**src/rtl/mem_line_arbiter.sv**
```systemverilog
// Round-robin arbiter granting two cache miss handlers whole-line bursts on a single-port word memory.
// Latency: grant one cycle after request in IDLE; read words trail addresses by one cycle.
// Backpressure: a losing or mid-transaction request is held off until the next IDLE slot.
module mem_line_arbiter #(
    parameter int ADDR_LEN   = 11,
    parameter int OFFSET_LEN = 3,
    parameter int LINE_LEN   = ADDR_LEN - OFFSET_LEN
) (
    input  logic                  clk,
    input  logic                  rst_n,
    input  logic                  req0,
    input  logic [LINE_LEN-1:0]   line0,
    input  logic                  req1,
    input  logic                  we1,
    input  logic [LINE_LEN-1:0]   line1,
    input  logic [31:0]           wdata1,
    output logic                  gnt0,
    output logic                  gnt1,
    output logic                  rvalid0,
    output logic                  rvalid1,
    output logic                  done0,
    output logic                  done1,
    output logic [OFFSET_LEN-1:0] word_idx,
    output logic [31:0]           rdata,
    output logic [ADDR_LEN-1:0]   mem_addr,
    output logic                  mem_wr_req,
    output logic [31:0]           mem_wr_data,
    input  logic [31:0]           mem_rd_data
);
    localparam int LINE_WORDS = 1 << OFFSET_LEN;
    localparam logic [OFFSET_LEN:0] CNT_LAST  = (OFFSET_LEN+1)'(LINE_WORDS);
    localparam logic [OFFSET_LEN:0] CNT_WLAST = CNT_LAST - 1'b1;

    typedef enum logic [1:0] {IDLE, READ, WRITE} state_t;

    state_t                state;
    logic [OFFSET_LEN:0]   cnt;
    logic                  favour1;
    logic                  own1;
    logic [ADDR_LEN-1:0]   addr_q;
    logic                  win1;
    logic [OFFSET_LEN:0]   cnt_m1;

    // Port 1 wins when it is the only requester or when the pointer favours it.
    assign win1     = req1 && (!req0 || favour1);
    assign cnt_m1   = cnt - 1'b1;
    assign mem_addr = addr_q;
    assign rdata    = mem_rd_data;

    always_ff @(posedge clk or negedge rst_n) begin
        if (!rst_n) begin
            state   <= IDLE;
            cnt     <= '0;
            favour1 <= 1'b0;
            own1    <= 1'b0;
            gnt0    <= 1'b0;
            gnt1    <= 1'b0;
            addr_q  <= '0;
        end else begin
            unique case (state)
                IDLE: begin
                    cnt <= '0;
                    if (req0 || req1) begin
                        favour1 <= !win1;
                        own1    <= win1;
                        if (win1) begin
                            gnt1   <= 1'b1;
                            addr_q <= {line1, {OFFSET_LEN{1'b0}}};
                            state  <= we1 ? WRITE : READ;
                        end else begin
                            gnt0   <= 1'b1;
                            addr_q <= {line0, {OFFSET_LEN{1'b0}}};
                            state  <= READ;
                        end
                    end
                end
                READ: begin
                    cnt <= cnt + 1'b1;
                    // Offset stops at the last word; the line field never advances.
                    if (cnt < CNT_WLAST)
                        addr_q[OFFSET_LEN-1:0] <= addr_q[OFFSET_LEN-1:0] + 1'b1;
                    if (cnt == CNT_LAST) begin
                        state <= IDLE;
                        gnt0  <= 1'b0;
                        gnt1  <= 1'b0;
                    end
                end
                WRITE: begin
                    cnt <= cnt + 1'b1;
                    if (cnt < CNT_WLAST)
                        addr_q[OFFSET_LEN-1:0] <= addr_q[OFFSET_LEN-1:0] + 1'b1;
                    if (cnt == CNT_WLAST) begin
                        state <= IDLE;
                        gnt1  <= 1'b0;
                    end
                end
                default: state <= IDLE;
            endcase
        end
    end

    // Status outputs decode straight from registered state, so reset clears them at once.
    always_comb begin
        rvalid0     = 1'b0;
        rvalid1     = 1'b0;
        done0       = 1'b0;
        done1       = 1'b0;
        word_idx    = '0;
        mem_wr_req  = 1'b0;
        mem_wr_data = '0;
        unique case (state)
            READ: begin
                if (cnt != '0) begin
                    word_idx = cnt_m1[OFFSET_LEN-1:0];
                    rvalid0  = !own1;
                    rvalid1  = own1;
                end
                if (cnt == CNT_LAST) begin
                    done0 = !own1;
                    done1 = own1;
                end
            end
            WRITE: begin
                mem_wr_req  = 1'b1;
                word_idx    = cnt[OFFSET_LEN-1:0];
                mem_wr_data = wdata1;
                done1       = (cnt == CNT_WLAST);
            end
            default: ;
        endcase
    end
endmodule

```
**config.mk**
```make
export PLATFORM = sky130hd
export DESIGN_NAME = mem_line_arbiter
export DESIGN_NICKNAME = d
export VERILOG_FILES = /design/src/rtl/mem_line_arbiter.sv
export SDC_FILE = /design/constraint.sdc
export NUM_CORES = 1
export LEC_CHECK = 0
export CAP_MARGIN = 0
export CORE_AREA = 2 2 65 67
export CTS_CLUSTER_SIZE = 20
export DETAILED_ROUTE_END_ITERATION = 6
export DIE_AREA = 0 0 67 69
export DONT_BUFFER_PORTS = 1
export RECOVER_POWER = 25
export SYNTH_ARGS = -nofsm -noshare
export SYNTH_HDL_FRONTEND = slang
export SYNTH_SLANG_ARGS = --single-unit
```
**constraint.sdc**
```tcl
create_clock -name clk -period 1.7 [get_ports clk]
set_input_delay 0.34 -clock clk [delete_from_list [all_inputs] [get_ports clk]]
set_output_delay 0.34 -clock clk [all_outputs]
set_load 0.1 [all_outputs]
```
==> run_results.csv <==
group,metric,value,unit
critical_path,path_buf_inv,2,
sta,timing.final.ws_setup,-0.281,ns
job,cap_violations,0,
route,avgRoutedWirePerCell,19.9,um
synthesis,yosys.area.top_type_share,29.8,%
sta,rsz0062_at_grt,"yes",
synthesis,synthesis.nets,297,
clock_tree,clock_insertion_delay_worst_skew,0.27,ns
synthesis,synth_area_per_cell,8.65,um^2
sta,slew-limit-headroom,37.5,%
critical_path,critical_path_cell_by_cell,"inv_2 > ha_4 > nor2b_4 > nand4_1 > a21boi_4 > buf_12",
critical_path,worst_setup_path_end_kind,"primary output",
synthesis,synth.cell_area,1770,um^2
critical_path,arrival,1.64,ns
sta,setup_violations_final,43,
route,first_iter_violations,30,
clock_tree,cts_buffers,3,
cells_and_area,n_antenna_cell,0,
critical_path,crit_path_top_delay_cell,"sky130_fd_sc_hd__dfrtp_1",
clock_tree,clk_pin_slew_worst_paths,0.08,ns
die,design.die.area,4620,um^2
min_path,hp-class,"input port to flip-flop",
clock_tree,cts_htree_levels,1,
cells_and_area,post_route_cells_drive_above_1_share,63.5,%
global_route,grt_overflow,0,
critical_path,worstPathRequired,1.36,ns
route,num_vias,1625,
global_route,vias_in_the_first_global_route,1763,
global_route,antenna_found_initial,0,
die,core-area,3910,um^2
critical_path,path_delay_family,"flip-flops",
synthesis,synth_most_common_cell,"sky130_fd_sc_hd__and2_1",
outcome,outcome,"finished with violations",
die,num_io_pins,170,
die,num_rows,23,
synthesis,yosys.area.top_type,"sky130_fd_sc_hd__dfrtp_1",
synthesis,synth.yosys.seq_area_share,29.8,%
place,gpl.final_weighted_congestion,0.903,
sta,final_min_period_over_clock_period,117,%
critical_path,cpPeakStageDelay,0.40,ns
cells_and_area,seqCellArea,529,um^2
die,die_x,67,um
global_route,global_route_wire_length_before_repair,8870,um
synthesis,syn_inst,204,
place,dpl.hpwl,4350,um
power_and_ir_drop,vdd.ir_drop.worst,1.89,mV
cells_and_area,multi_input_comb_area,1210,um^2
cells_and_area,synthToLayoutAreaGrowth,62.2,%
route,firstDrtPassIters,4,
synthesis,yosys_warnings,0,
sta,fin_crit,1.98,ns
clock_tree,tritoncts,"built",
synthesis,yosys-top-cells-count,"sky130_fd_sc_hd__and2_1 (35), sky130_fd_sc_hd__buf_4 (34), sky130_fd_sc_hd__dfrtp_1 (21)",
synthesis,ys_async_sr_fraction,100,%
sta,worst-slew-pin-transition,0.935,ns
place,count_of_buffers_inserted_at_the_top_level_ports,0,
cells_and_area,nets,335,
sta,timing.final.hold_violations,0,
synthesis,number_of_synthesized_flops_with_an_enable_pin,0,
synthesis,ys_seq_elements,21,
place,dp.cells,273,
cells_and_area,num-fill-cells,272,
global_route,grt_max_degree,22,
power_and_ir_drop,leakage,1.30,nW
clock_tree,cts-root-to-sink-buffers,2,
critical_path,worstSetupStartpointType,"flip-flop",
route,antenna_violating_nets_post_route,0,
clock_tree,cts.root.buffer_cell,"sky130_fd_sc_hd__clkbuf_8",
cells_and_area,post_layout_nonfiller_instances,291,
critical_path,worstPathMaxFanout,5,
synthesis,postSynth.topFlopCell,"sky130_fd_sc_hd__dfrtp_1",
die,die_h,69,um
critical_path,timing_worst_setup_path_type,"flip-flop to primary output",
outcome,failing_checks,"setup timing",
sta,fmax,505,MHz
power_and_ir_drop,powerDensity,2330,nW/um^2
sta,final.setup_skew,0.00461,ns
global_route,grt_usage,24.7,%
clock_tree,clock-sinks,21,
die,initial_core_util,45.1,%
sta,timing.hold.ws,0.167,ns
synthesis,number_of_distinct_library_cell_variants_in_the_gate_level_netlist_after_synthesis,41,
route,drt-total-wl,5800,um
synthesis,netlist_top_cells_area,"sky130_fd_sc_hd__dfrtp_1 (30%), sky130_fd_sc_hd__buf_4 (14%), sky130_fd_sc_hd__and2_1 (12%)",
route,drt_drc_violations_left,0,
sta,max_slew_vio_count,0,
route,detail_routed_via_count_per_cell,5.58,
where the power goes:
part           switching, mW  internal, mW  leakage [nW]
Clock                  0.171         0.164        0.0255
Combinational           3.51          1.98          1.02
Sequential             0.129         0.714         0.255
Total                   3.81          2.86          1.30
final cells by class:
class / count / area share [%]
Clock buffer: 3 / 1.44
Sequential cell: 21 / 18.5
Inverter: 6 / 0.961
Timing Repair Buffer: 75 / 34.4
Tap cell: 50 / 2.18
Clock inverter: 1 / 0.175
Multi-Input combinational cell: 135 / 42.4
through the flow:
step / power (mW) / TNS (ns) / util [%] / instance area [um^2] / worst slack, ns
after floorplan: 4.74 / -10.78 / - / 1920 / -0.378
after global placement: 5.52 / -0.176 / 63.4 / 2480 / -0.0603
after detailed placement: 5.66 / -0.820 / 63.4 / 2480 / -0.210
after CTS: 6.51 / -8.58 / 71.5 / 2800 / -0.248
after global routing: 6.96 / -10.32 / 73.2 / 2860 / -0.348
final: 6.67 / -8.27 / 73.2 / 2860 / -0.281
final timing paths:
path,slack (ns),from,cells past startpoint,endpoint
setup / recovery,-0.28,cnt[0]$_DFFE_PN0N_,6,done1
hold / removal,0.17,req1,1,favour1$_DFFE_PN0P_
setup reg to reg,-0.18,state[1]$_DFFE_PN0P_,7,gnt1$_DFFE_PN0P_
hold reg to reg,0.51,favour1$_DFFE_PN0P_,1,favour1$_DFFE_PN0P_
max in group asynchronous,0.41,rst_n,1,cnt[2]$_DFFE_PN0N_
min in group asynchronous,0.66,rst_n,1,mem_addr[9]$_DFFE_PN0P_
cell families (layout without fill, tap and decap cells):
kind of cell             Yosys count  after routing  synth area share [%]
AO/OA/AOI/OAI                     40             40                  15.8
multiplexers                       9              9                  5.46
buffers and inverters             48             85                  17.6
adder cells (fa/ha/maj)            8              8                  5.67
AND/OR/NAND/NOR                   78             78                  25.7
flip-flops                        21             21                  29.8
sequential cells by signal, indices dropped and copies added, names as in the netlist:
name	flops
mem_addr	11
gnt0	1
own1	1
gnt1	1
state	2
cnt	4
favour1	1
what timing repair did:
| action | 4_1_cts | 5_1_grt |
|---|---|---|
| cloned | 1 | 1 |
| hold buffers | 1 | 0 |
| resized for setup | 35 | 20 |
| pin swaps | 21 | 10 |
| endpoints found under the hold margin | 21 | 0 |
| setup endpoints to repair | 46 | 47 |
| setup buffers | 12 | 2 |
placed cells by master (no fill, tap or decap), types with 2 or more instances in the layout:
cell type / Yosys / layout
sky130_fd_sc_hd__o21ai_2: 1 / 3
sky130_fd_sc_hd__buf_6: 0 / 5
sky130_fd_sc_hd__nand3_1: 5 / 3
sky130_fd_sc_hd__a21boi_4: 0 / 3
sky130_fd_sc_hd__dfrtp_2: 0 / 3
sky130_fd_sc_hd__and2_4: 0 / 26
sky130_fd_sc_hd__nor2_1: 6 / 4
sky130_fd_sc_hd__buf_12: 0 / 30
sky130_fd_sc_hd__mux2i_1: 7 / 7
sky130_fd_sc_hd__and3_1: 2 / 2
sky130_fd_sc_hd__nor2b_4: 0 / 2
sky130_fd_sc_hd__dfrtp_1: 21 / 18
sky130_fd_sc_hd__clkbuf_8: 0 / 3
sky130_fd_sc_hd__o21ai_4: 0 / 2
sky130_fd_sc_hd__and2_2: 0 / 8
sky130_fd_sc_hd__inv_1: 6 / 2
sky130_fd_sc_hd__a22o_1: 7 / 7
sky130_fd_sc_hd__nand4b_1: 2 / 2
sky130_fd_sc_hd__nand2_2: 1 / 2
sky130_fd_sc_hd__inv_2: 0 / 3
sky130_fd_sc_hd__nor3_1: 2 / 2
sky130_fd_sc_hd__ha_1: 8 / 3
sky130_fd_sc_hd__nor2_4: 0 / 2
sky130_fd_sc_hd__ha_4: 0 / 4
sky130_fd_sc_hd__nor4bb_2: 0 / 2
sky130_fd_sc_hd__buf_4: 34 / 37
sky130_fd_sc_hd__o21ai_1: 11 / 9
sky130_fd_sc_hd__nand2_1: 12 / 10
sky130_fd_sc_hd__a21oi_1: 2 / 2
sky130_fd_sc_hd__a221o_1: 2 / 2
sky130_fd_sc_hd__o21ai_0: 6 / 4
worst register-to-register path, delay by kind of cell, from the launching register on:
family | cells | cell delay, ns
simple gates | 2 | 0.49
flops | 1 | 0.40
buf+inv | 2 | 0.28
compound gates | 1 | 0.24
mux | 1 | 0.21
fa+ha+maj | 1 | 0.19
routing by layer:
metal | global-route usage [%] | up-vias | wire [um]
met4 | 7.48 | 0 | 108
met1 | 25.8 | 768 | 1880
met2 | 46.0 | 114 | 3150
met3 | 7.18 | 10 | 655
li1 | - | 733 | -
met5 | 0 | - | 0
No activity file was read; power rests on OpenSTA's default activity.
